[src/rtl/fp_addsub_align_stage.sv]
// FP16 add/sub front end: unpack, magnitude compare/swap, then align the smaller mantissa with GRS+sticky.
// Optional build macro FPALIGN_SUBNORMAL_EN keeps E==0 mantissas as subnormals; otherwise they flush to zero.
module fp_addsub_align_stage #(
   parameter int EXP_W = 5,
   parameter int MAN_W = 10,
   parameter int DW    = 1 + EXP_W + MAN_W
) (
   input  logic               clk,
   input  logic               reset,
   input  logic               in_valid,
   output logic               in_ready,
   input  logic [DW-1:0]      a,
   input  logic [DW-1:0]      b,
   input  logic               ctrl,
   output logic               out_valid,
   input  logic               out_ready,
   output logic               sa,
   output logic               sb,
   output logic               ctrl_o,
   output logic               max_ab,
   output logic               op_eff,
   output logic [EXP_W-1:0]   cexp,
   output logic [MAN_W:0]     m_max,
   output logic [MAN_W+3:0]   m_min_al
);

   localparam int AW = MAN_W + 4;
   localparam logic [EXP_W-1:0] AW_E = EXP_W'(AW);

   logic s1_valid_q, s1_valid_d, s2_valid_q, s2_valid_d;
   logic s1_adv, in_fire;

   assign s1_adv     = s1_valid_q & (~s2_valid_q | out_ready);
   assign in_ready   = ~s1_valid_q | s1_adv;
   assign in_fire    = in_valid & in_ready;
   assign out_valid  = s2_valid_q;
   assign s1_valid_d = in_fire | (s1_valid_q & ~s1_adv);
   assign s2_valid_d = s1_adv | (s2_valid_q & ~out_ready);

   // Stage 1: unpack, compare raw {E,M} magnitudes, swap larger operand into the max slot.
   logic [EXP_W-1:0] ea, eb, eea, eeb;
   logic [MAN_W-1:0] ma, mb;
   logic             swap_d;
   logic [EXP_W-1:0] cexp_d, shamt_d;
   logic [MAN_W:0]   mmax_d, mmin_d;

   always_comb begin
      ea = a[DW-2 -: EXP_W];
      eb = b[DW-2 -: EXP_W];
`ifdef FPALIGN_SUBNORMAL_EN
      ma = a[MAN_W-1:0];
      mb = b[MAN_W-1:0];
`else
      ma = (ea == '0) ? '0 : a[MAN_W-1:0];
      mb = (eb == '0) ? '0 : b[MAN_W-1:0];
`endif
      eea    = (ea == '0) ? EXP_W'(1) : ea;
      eeb    = (eb == '0) ? EXP_W'(1) : eb;
      swap_d = {eb, mb} > {ea, ma};
      if (swap_d) begin
         cexp_d  = eeb;
         mmax_d  = {|eb, mb};
         mmin_d  = {|ea, ma};
         shamt_d = eeb - eea;
      end else begin
         cexp_d  = eea;
         mmax_d  = {|ea, ma};
         mmin_d  = {|eb, mb};
         shamt_d = eea - eeb;
      end
   end

   logic             s1_sa_q, s1_sb_q, s1_ctrl_q, s1_swap_q;
   logic [EXP_W-1:0] s1_cexp_q, s1_shamt_q;
   logic [MAN_W:0]   s1_mmax_q, s1_mmin_q;

   always_ff @(posedge clk or posedge reset) begin
      if (reset) begin
         s1_valid_q <= 1'b0;
         s1_sa_q    <= 1'b0;
         s1_sb_q    <= 1'b0;
         s1_ctrl_q  <= 1'b0;
         s1_swap_q  <= 1'b0;
         s1_cexp_q  <= '0;
         s1_shamt_q <= '0;
         s1_mmax_q  <= '0;
         s1_mmin_q  <= '0;
      end else begin
         s1_valid_q <= s1_valid_d;
         if (in_fire) begin
            s1_sa_q    <= a[DW-1];
            s1_sb_q    <= b[DW-1];
            s1_ctrl_q  <= ctrl;
            s1_swap_q  <= swap_d;
            s1_cexp_q  <= cexp_d;
            s1_shamt_q <= shamt_d;
            s1_mmax_q  <= mmax_d;
            s1_mmin_q  <= mmin_d;
         end
      end
   end

   // Stage 2: right shift into the GRS field; anything shifted past bit 0 folds into the sticky bit.
   logic [AW-1:0] fld, shifted, lost_mask, align_d;

   always_comb begin
      fld       = {s1_mmin_q, 3'b000};
      shifted   = fld >> s1_shamt_q;
      lost_mask = ~({AW{1'b1}} << s1_shamt_q);
      if (s1_shamt_q < AW_E) begin
         align_d = {shifted[AW-1:1], shifted[0] | (|(fld & lost_mask))};
      end else begin
         align_d = {{(AW-1){1'b0}}, |s1_mmin_q};
      end
   end

   logic             sa_q, sb_q, ctrl_q, max_ab_q, op_eff_q;
   logic [EXP_W-1:0] cexp_q;
   logic [MAN_W:0]   m_max_q;
   logic [AW-1:0]    m_min_al_q;

   always_ff @(posedge clk or posedge reset) begin
      if (reset) begin
         s2_valid_q <= 1'b0;
         sa_q       <= 1'b0;
         sb_q       <= 1'b0;
         ctrl_q     <= 1'b0;
         max_ab_q   <= 1'b0;
         op_eff_q   <= 1'b0;
         cexp_q     <= '0;
         m_max_q    <= '0;
         m_min_al_q <= '0;
      end else begin
         s2_valid_q <= s2_valid_d;
         if (s1_adv) begin
            sa_q       <= s1_sa_q;
            sb_q       <= s1_sb_q;
            ctrl_q     <= s1_ctrl_q;
            max_ab_q   <= s1_swap_q;
            op_eff_q   <= s1_ctrl_q ^ s1_sa_q ^ s1_sb_q;
            cexp_q     <= s1_cexp_q;
            m_max_q    <= s1_mmax_q;
            m_min_al_q <= align_d;
         end
      end
   end

   assign sa       = sa_q;
   assign sb       = sb_q;
   assign ctrl_o   = ctrl_q;
   assign max_ab   = max_ab_q;
   assign op_eff   = op_eff_q;
   assign cexp     = cexp_q;
   assign m_max    = m_max_q;
   assign m_min_al = m_min_al_q;

endmodule

[config.mk]
export PLATFORM = sky130hd
export DESIGN_NAME = fp_addsub_align_stage
export DESIGN_NICKNAME = d
export VERILOG_FILES = /design/src/rtl/fp_addsub_align_stage.sv
export SDC_FILE = /design/constraint.sdc
export NUM_CORES = 1
export LEC_CHECK = 0
export CAP_MARGIN = 20
export CORE_UTILIZATION = 35
export CTS_CLUSTER_DIAMETER = 150
export CTS_CLUSTER_SIZE = 8
export DETAILED_ROUTE_END_ITERATION = 10
export DONT_BUFFER_PORTS = 1
export HOLD_SLACK_MARGIN = 0.06
export PLACE_DENSITY_LB_ADDON = 0.12
export SKIP_LAST_GASP = 1
export SYNTH_ARGS = -nofsm -noshare
export SYNTH_HDL_FRONTEND = slang
export SYNTH_SLANG_ARGS = --single-unit
[constraint.sdc]
create_clock -name clk -period 2.9 [get_ports clk]
set_input_delay 0.29 -clock clk [delete_from_list [all_inputs] [get_ports clk]]
set_output_delay 0.29 -clock clk [all_outputs]
set_load 0.01 [all_outputs]
==> flow_metrics.env, run 1 <==
export IMPL_dieArea_mm2=0.0133
export IMPL_syn_inst=448
export IMPL_yosys_warnings=0
export IMPL_fmax_mhz=402
export IMPL_utilization=0.401
export IMPL_arrival_ns=2.76
export IMPL_nFillCells=1273
export IMPL_netlist_area_leader_share=0.407
export IMPL_ff2ff_setup_slack_ns=0.62
export IMPL_start_util=0.357
export IMPL_die_width_um=115
export IMPL_antenna_found_initial=0
export IMPL_vias=3274
export IMPL_whs_endpoint="s1_ctrl_q$_DFFE_PP0P_"
export IMPL_period_share=0.858
export IMPL_htreeDepth=3
export IMPL_pin_count=74
export IMPL_worstSetupPathType="in -> reg"
export IMPL_firstDrtPassIters=8
export IMPL_drc_errors=2
export IMPL_p_switching_uw=1180
export IMPL_clkTransAtPathRegs_ns=0.05
export IMPL_hold_buffers=3
export IMPL_fin_skew_ns=0.00706
export IMPL_vias_per_cell=5.21
export IMPL_synthTopCellsByArea="dfrtp_1 (41%), mux2_2 (11%), mux2i_1 (10%), ha_1 (6.4%), nand2_1 (5.0%)"
export IMPL_synth_mux_area_frac=0.215
export IMPL_crit_path_max_fanout=12
export IMPL_final_common_cell="dfrtp_1"
export IMPL_postCtsResizedCells=0
export IMPL_violations="DRC"
export IMPL_worstPathRequired_ns=3.17
export IMPL_cts_root_buf="clkbuf_16"
export IMPL_power_frac_clock=0.284
export IMPL_powerDensity_mw_per_mm2=692
export IMPL_drive_above_1_share=0.182
export IMPL_grt_max_degree=49
export IMPL_fin_nets=513
export IMPL_diodes=0
export IMPL_synth_nets=510
export IMPL_r2r_worst_path_cells=5
export IMPL_drtIter0Drc=148
export IMPL_cts_setup_buffers=0
export IMPL_p_seq_frac=0.466
export IMPL_slew_headroom=0.448
export IMPL_synth_compound_area_share=0.131
export IMPL_combPwrFrac=0.250
export IMPL_ant_nets=0
export IMPL_async_flop_share=1.00
export IMPL_synth_flop_cell="dfrtp_1"
export IMPL_hold_start="ctrl"
export IMPL_maxCapViolations=0
export IMPL_cts_tree="yes"
export IMPL_fp_dieH_um=115
export IMPL_finalSetupTns_ns=0
export IMPL_worstMarginPinSlew_ns=0.828
export IMPL_rows=41
export IMPL_synth_seq_area_share=0.407
export IMPL_synth_area_mm2=0.00449
export IMPL_core_area_mm2=0.0126
export IMPL_io_buffers=0
export IMPL_switching_share=0.339
export IMPL_clk_path_buf_depth=2
export IMPL_r2r_end="m_min_al[2]$_DFFE_PP0P_"
export IMPL_track_usage=0.173
export IMPL_worstSkewPairLatency_ns=0.34
export IMPL_placed_cells=608
export IMPL_wl_um=10800
export IMPL_synth_edf_count=0
export IMPL_area_growth_pct=12.1
export IMPL_worst_setup_path_end_kind="flop"
export IMPL_synth_seq_cells=73
export IMPL_synthSimpleGateAreaFrac=0.114
export IMPL_power_internal_uw=2300
export IMPL_p_leak_uw=0.00236
export IMPL_syn_avg_cell_area_um2=10.0
export IMPL_gp_congestion=0.864
export IMPL_hold_class="in -> reg"
export IMPL_rsz0062_at_grt="false"
export IMPL_grt_pass1_vias=3298
export IMPL_dp_hpwl_um=7990
export IMPL_layout_cells_non_filler=628
export IMPL_vdd_drop_max_mv=0.272
export IMPL_min_period_ns=2.49
export IMPL_gr_total_overflow=0
export IMPL_hold_viol=0
export IMPL_grt_first_pass_wirelength_um=17200
export IMPL_synth_largest_area_cell="dfrtp_1"
export IMPL_cp_start_kind="input port"
export IMPL_synthAdderAreaFrac=0.0730
export IMPL_ys_types=48
export IMPL_reg2reg_from="s1_shamt_q[1]$_DFFE_PP0P_"
export IMPL_mostFrequentLayoutCells="dfrtp_1 (73), nand2_1 (60), mux2i_1 (46)"
export IMPL_cts_inserted_buffers=9
export IMPL_cts_sinks=73
export IMPL_wire_per_inst_um=17.2
export IMPL_slew_viol_final=0
export IMPL_synth_top_family_by_area="multiplexers"
export IMPL_synth_xor_area_share=0.00585
export IMPL_hold_depth=2
export IMPL_finalSetupViolCount=0
export IMPL_status="complete, but fails checks"
-- layer usage --
layer  track usage  vias to the layer above  share of wire  wire length, µm
met4        0.0762                        0          0.019              202
li1              -                     1583              -                -
met3        0.0522                       14          0.070              752
met2         0.263                       88           0.43             4670
met1         0.225                     1589           0.48             5160
met5             0                        -              0                0
-- kinds of logic (layout without fill, tap and decap cells) --
group                      Yosys count  count (layout)
buffers and inverters               58              66
adders and majority gates           25              25
DFF                                 73              73
muxes                               91              91
xor gates and xnor gates             3               3
AOI/OAI and AO/OA                   86              86
and+or+nand+nor                    112             112
-- critical path, cell delays in order --
cell      delay, ns
nor3_1         0.22
nand2_1        0.09
buf_4          0.19
nand2_1        0.11
inv_1          0.05
ha_1           0.29
nand2_1        0.07
or3_4          0.33
o21bai_4       0.21
a21oi_2        0.23
buf_12         0.18
mux2i_1        0.30
mux2_2         0.20
-- synthesized netlist by cell type (all sizes together), types with 3 or more instances --
master and number:
mux2 45, inv 27, a211oi 5, dfrtp 73, mux2i 46, buf 7, nand2 60, o21ai 28
clkbuf 24, nor3 8, nand2b 4, o31ai 3, a22o 7, a21oi 16, ha 23, a21o 8
and3 3, nand3b 3, nand3 5, a31oi 3, nand4 4, or3 3, nor2b 4, nor2 14
-- sequential cells by signal, indices dropped and copies added, names as in the netlist, 5 cells and up --
name / cells
m_min_al: 14
m_max: 11
s1_mmax_q: 11
s1_mmin_q: 11
cexp: 5
s1_cexp_q: 5
s1_shamt_q: 5
-- worst max path at each step --
stage	end	slack (ns)	from
6_report	s1_mmin_q[3]$_DFFE_PP0P_	0.41	b[10]
4_1_cts	s1_mmin_q[3]$_DFFE_PP0P_	0.41	b[10]
2_1_floorplan	s1_mmin_q[0]$_DFFE_PP0P_	0.08	b[10]
3_5_place_dp	s1_mmin_q[3]$_DFFE_PP0P_	0.06	b[10]
5_1_grt	s1_mmin_q[3]$_DFFE_PP0P_	0.22	b[10]
3_3_place_gp	s1_mmin_q[3]$_DFFE_PP0P_	0.10	b[10]
-- metrics by stage --
step / instance area (µm²) / power, µW / worst slack, ns / hold slack [ns]
2_1_floorplan: 4490 / 2270 / 0.0790 / 0.395
3_3_place_gp: 4740 / 2510 / 0.102 / 0.203
3_5_place_dp: 4740 / 2520 / 0.0584 / 0.201
4_1_cts: 5030 / 3540 / 0.407 / 0.0609
5_1_grt: 5040 / 3720 / 0.223 / 0.0786
6_report: 5040 / 3490 / 0.413 / 0.0721
-- layout make-up --
type	count	area, µm²	share of cell area
clock inverter	3	17.5	0.00348
multi-input combinational	317	2430	0.482
sequential	73	1830	0.363
clock buffer	13	240	0.0477
timing repair buffer	23	208	0.0412
inverter	27	103	0.0204
tap	172	215	0.0427
-- power groups by stage --
stage / logic, µW / clock network, µW / registers, µW
5_1_grt: 983 / 1070 / 1670
4_1_cts: 884 / 1030 / 1630
3_3_place_gp: 867 / 0 / 1650
6_report: 873 / 988 / 1620
3_5_place_dp: 873 / 0 / 1650
2_1_floorplan: 771 / 0 / 1500
Power figures use the tool's default switching activity.
==> run 2, diff against run 1 <==
- ABC_AREA: default -> 1
==> flow_metrics.env, run 2 <==
export IMPL_fmax_mhz=405
export IMPL_die_width_um=117
export IMPL_synth_seq_area_share=0.393
export IMPL_htreeDepth=3
export IMPL_synth_largest_area_cell="dfrtp_1"
export IMPL_clkTransAtPathRegs_ns=0.06
export IMPL_drtIter0Drc=220
export IMPL_fin_skew_ns=0.00738
export IMPL_cts_inserted_buffers=9
export IMPL_drive_above_1_share=0.0498
export IMPL_worst_setup_path_end_kind="flop"
export IMPL_drc_errors=0
export IMPL_synth_area_mm2=0.00464
export IMPL_fin_nets=700
export IMPL_dp_hpwl_um=8780
export IMPL_r2r_worst_path_cells=11
export IMPL_arrival_ns=2.69
export IMPL_finalSetupViolCount=0
export IMPL_crit_path_max_fanout=32
export IMPL_utilization=0.397
export IMPL_diodes=0
export IMPL_vias=4026
export IMPL_final_common_cell="nand2_1"
export IMPL_critPathBufInv=1
export IMPL_vdd_drop_max_mv=0.311
export IMPL_path_cells="nor3_1 > nand3_1 > nand2_1 > inv_1 > ha_1 > nand2_1 > nand2_1 > nand2_1 > nand2_1 > a21oi_1 > nand2_4 > nand2_4 > nand2_1 > nand3_1 > nand2_1"
export IMPL_netlist_area_leader_share=0.393
export IMPL_gp_congestion=0.848
export IMPL_grt_pass1_vias=3882
export IMPL_nFillCells=1347
export IMPL_cts_tree="yes"
export IMPL_antenna_found_initial=0
export IMPL_synth_nets=718
export IMPL_wl_um=11900
export IMPL_wire_per_inst_um=14.6
export IMPL_cts_root_buf="clkbuf_16"
export IMPL_clk_path_buf_depth=2
export IMPL_status="complete, no violations"
export IMPL_async_flop_share=1.00
export IMPL_synth_common_cells="nand2_1 (276), nand3_1 (75), dfrtp_1 (73), inv_1 (58), o21ai_0 (25)"
export IMPL_grt_max_degree=50
export IMPL_pin_count=74
export IMPL_synth_edf_count=0
export IMPL_largest_register_ffs=14
export IMPL_cp_common_cell="nand2_1"
export IMPL_slew_viol_final=0
export IMPL_crit_path_top_delay_cell="nand3_1"
export IMPL_mostFrequentLayoutCells="nand2_1 (276), nand3_1 (75), dfrtp_1 (73)"
export IMPL_fp_dieH_um=117
export IMPL_cpPeakStageDelay_ns=0.38
export IMPL_core_area_mm2=0.0128
export IMPL_ant_nets=0
export IMPL_finalSetupTns_ns=0
export IMPL_r2r_end="m_min_al[3]$_DFFE_PP0P_"
export IMPL_firstDrtPassIters=5
export IMPL_ys_types=35
export IMPL_reg2reg_from="s1_shamt_q[2]$_DFFE_PP0P_"
export IMPL_area_growth_pct=9.16
export IMPL_gr_total_overflow=0
export IMPL_path_depth=15
export IMPL_start_util=0.364
export IMPL_worstPathRequired_ns=3.12
export IMPL_worstMarginPinSlew_ns=0.718
export IMPL_ff2ff_setup_slack_ns=0.90
export IMPL_vias_per_cell=4.94
export IMPL_synth_flop_cell="dfrtp_1"
export IMPL_worstSkewPairLatency_ns=0.34
export IMPL_slew_headroom=0.521
export IMPL_synth_seq_cells=73
export IMPL_crit_family="simple AND/OR/NAND/NOR gates"
export IMPL_dieArea_mm2=0.0137
export IMPL_syn_avg_cell_area_um2=7.08
export IMPL_hold_buffers=3
export IMPL_cts_setup_buffers=0
export IMPL_min_period_ns=2.47
export IMPL_grt_first_pass_wirelength_um=19600
export IMPL_hold_class="in -> reg"
export IMPL_maxCapViolations=0
export IMPL_worstSetupPathType="in -> reg"
export IMPL_cp_start_kind="input port"
export IMPL_syn_inst=656
export IMPL_track_usage=0.186
export IMPL_crit_start="b[14]"
export IMPL_ff_latch_area_mm2=0.00183
export IMPL_io_buffers=0
export IMPL_cts_sinks=73
export IMPL_p_leak_uw=0.00274
export IMPL_period_share=0.851
export IMPL_powerDensity_mw_per_mm2=707
export IMPL_setup_worst_path_end="s1_mmin_q[5]$_DFFE_PP0P_"
export IMPL_synth_most_common_cell="nand2_1"
export IMPL_hold_viol=0
export IMPL_synthTopCellsByArea="dfrtp_1 (39%), nand2_1 (22%), nand3_1 (8.1%), ha_1 (6.2%), inv_1 (4.7%)"
export IMPL_rows=41
export IMPL_multi_input_area_mm2=0.00239
export IMPL_yosys_warnings=0
export IMPL_postCtsResizedCells=0
export IMPL_rsz0062_at_grt="false"
## run 2: kinds of logic after synthesis
family,synth area share
compound gates,0.0558
xor+xnor,0.0170
fa+ha+maj,0.0706
buf+inv,0.0911
flops,0.393
simple gates,0.372
## run 2: layer usage
| metal | global-route usage | share of wire | routed length (µm) | vias up |
|---|---|---|---|---|
| met3 | 0.0386 | 0.060 | 713 | 11 |
| met4 | 0.0700 | 0.015 | 178 | 0 |
| met1 | 0.274 | 0.53 | 6340 | 1859 |
| met5 | 0 | 0 | 0 | - |
| li1 | - | - | - | 2056 |
| met2 | 0.264 | 0.39 | 4670 | 100 |
## run 2: worst min path at each step
stage | endpoint | cells after the start | startpoint | slack, ns
final | s1_sb_q$_DFFE_PP0P_ | 2 | b[15] | 0.07
after global routing | s1_sa_q$_DFFE_PP0P_ | 2 | a[15] | 0.07
after CTS | s1_sa_q$_DFFE_PP0P_ | 2 | a[15] | 0.06
after detailed placement | s1_sa_q$_DFFE_PP0P_ | 1 | reset | 0.34
after global placement | s1_sa_q$_DFFE_PP0P_ | 1 | reset | 0.34
after floorplan | s1_valid_q$_DFF_PP0_ | 2 | in_valid | 0.39
## run 2: final cells by class
class,count,area share
timing repair buffer,10,0.0188
clock inverter,2,0.00691
multi-input combinational,483,0.472
inverter,61,0.0452
tap,172,0.0425
clock buffer,14,0.0541
sequential,73,0.360
## run 2: stage by stage
| stage | instances | power (µW) | setup slack, ns | hold WS (ns) | area [µm²] |
|---|---|---|---|---|---|
| 2_1_floorplan | 656 | 2210 | 0.756 | 0.389 | 4640 |
| 3_3_place_gp | 796 | 2440 | 0.123 | 0.337 | 4730 |
| 3_5_place_dp | 796 | 2450 | 0.0455 | 0.344 | 4730 |
| 4_1_cts | 815 | 3620 | 0.404 | 0.0619 | 5070 |
| 5_1_grt | 815 | 3840 | 0.0929 | 0.0701 | 5070 |
| 6_report | 815 | 3590 | 0.431 | 0.0666 | 5070 |
## run 2: where the power goes
| part | internal [µW] | total [µW] | switching, µW | leakage [µW] |
|---|---|---|---|---|
| Combinational | 311 | 873 | 562 | 0.00167 |
| Sequential | 1250 | 1550 | 303 | 0.000910 |
| Clock | 736 | 1160 | 422 | 0.000153 |
| Total | 2300 | 3590 | 1290 | 0.00274 |
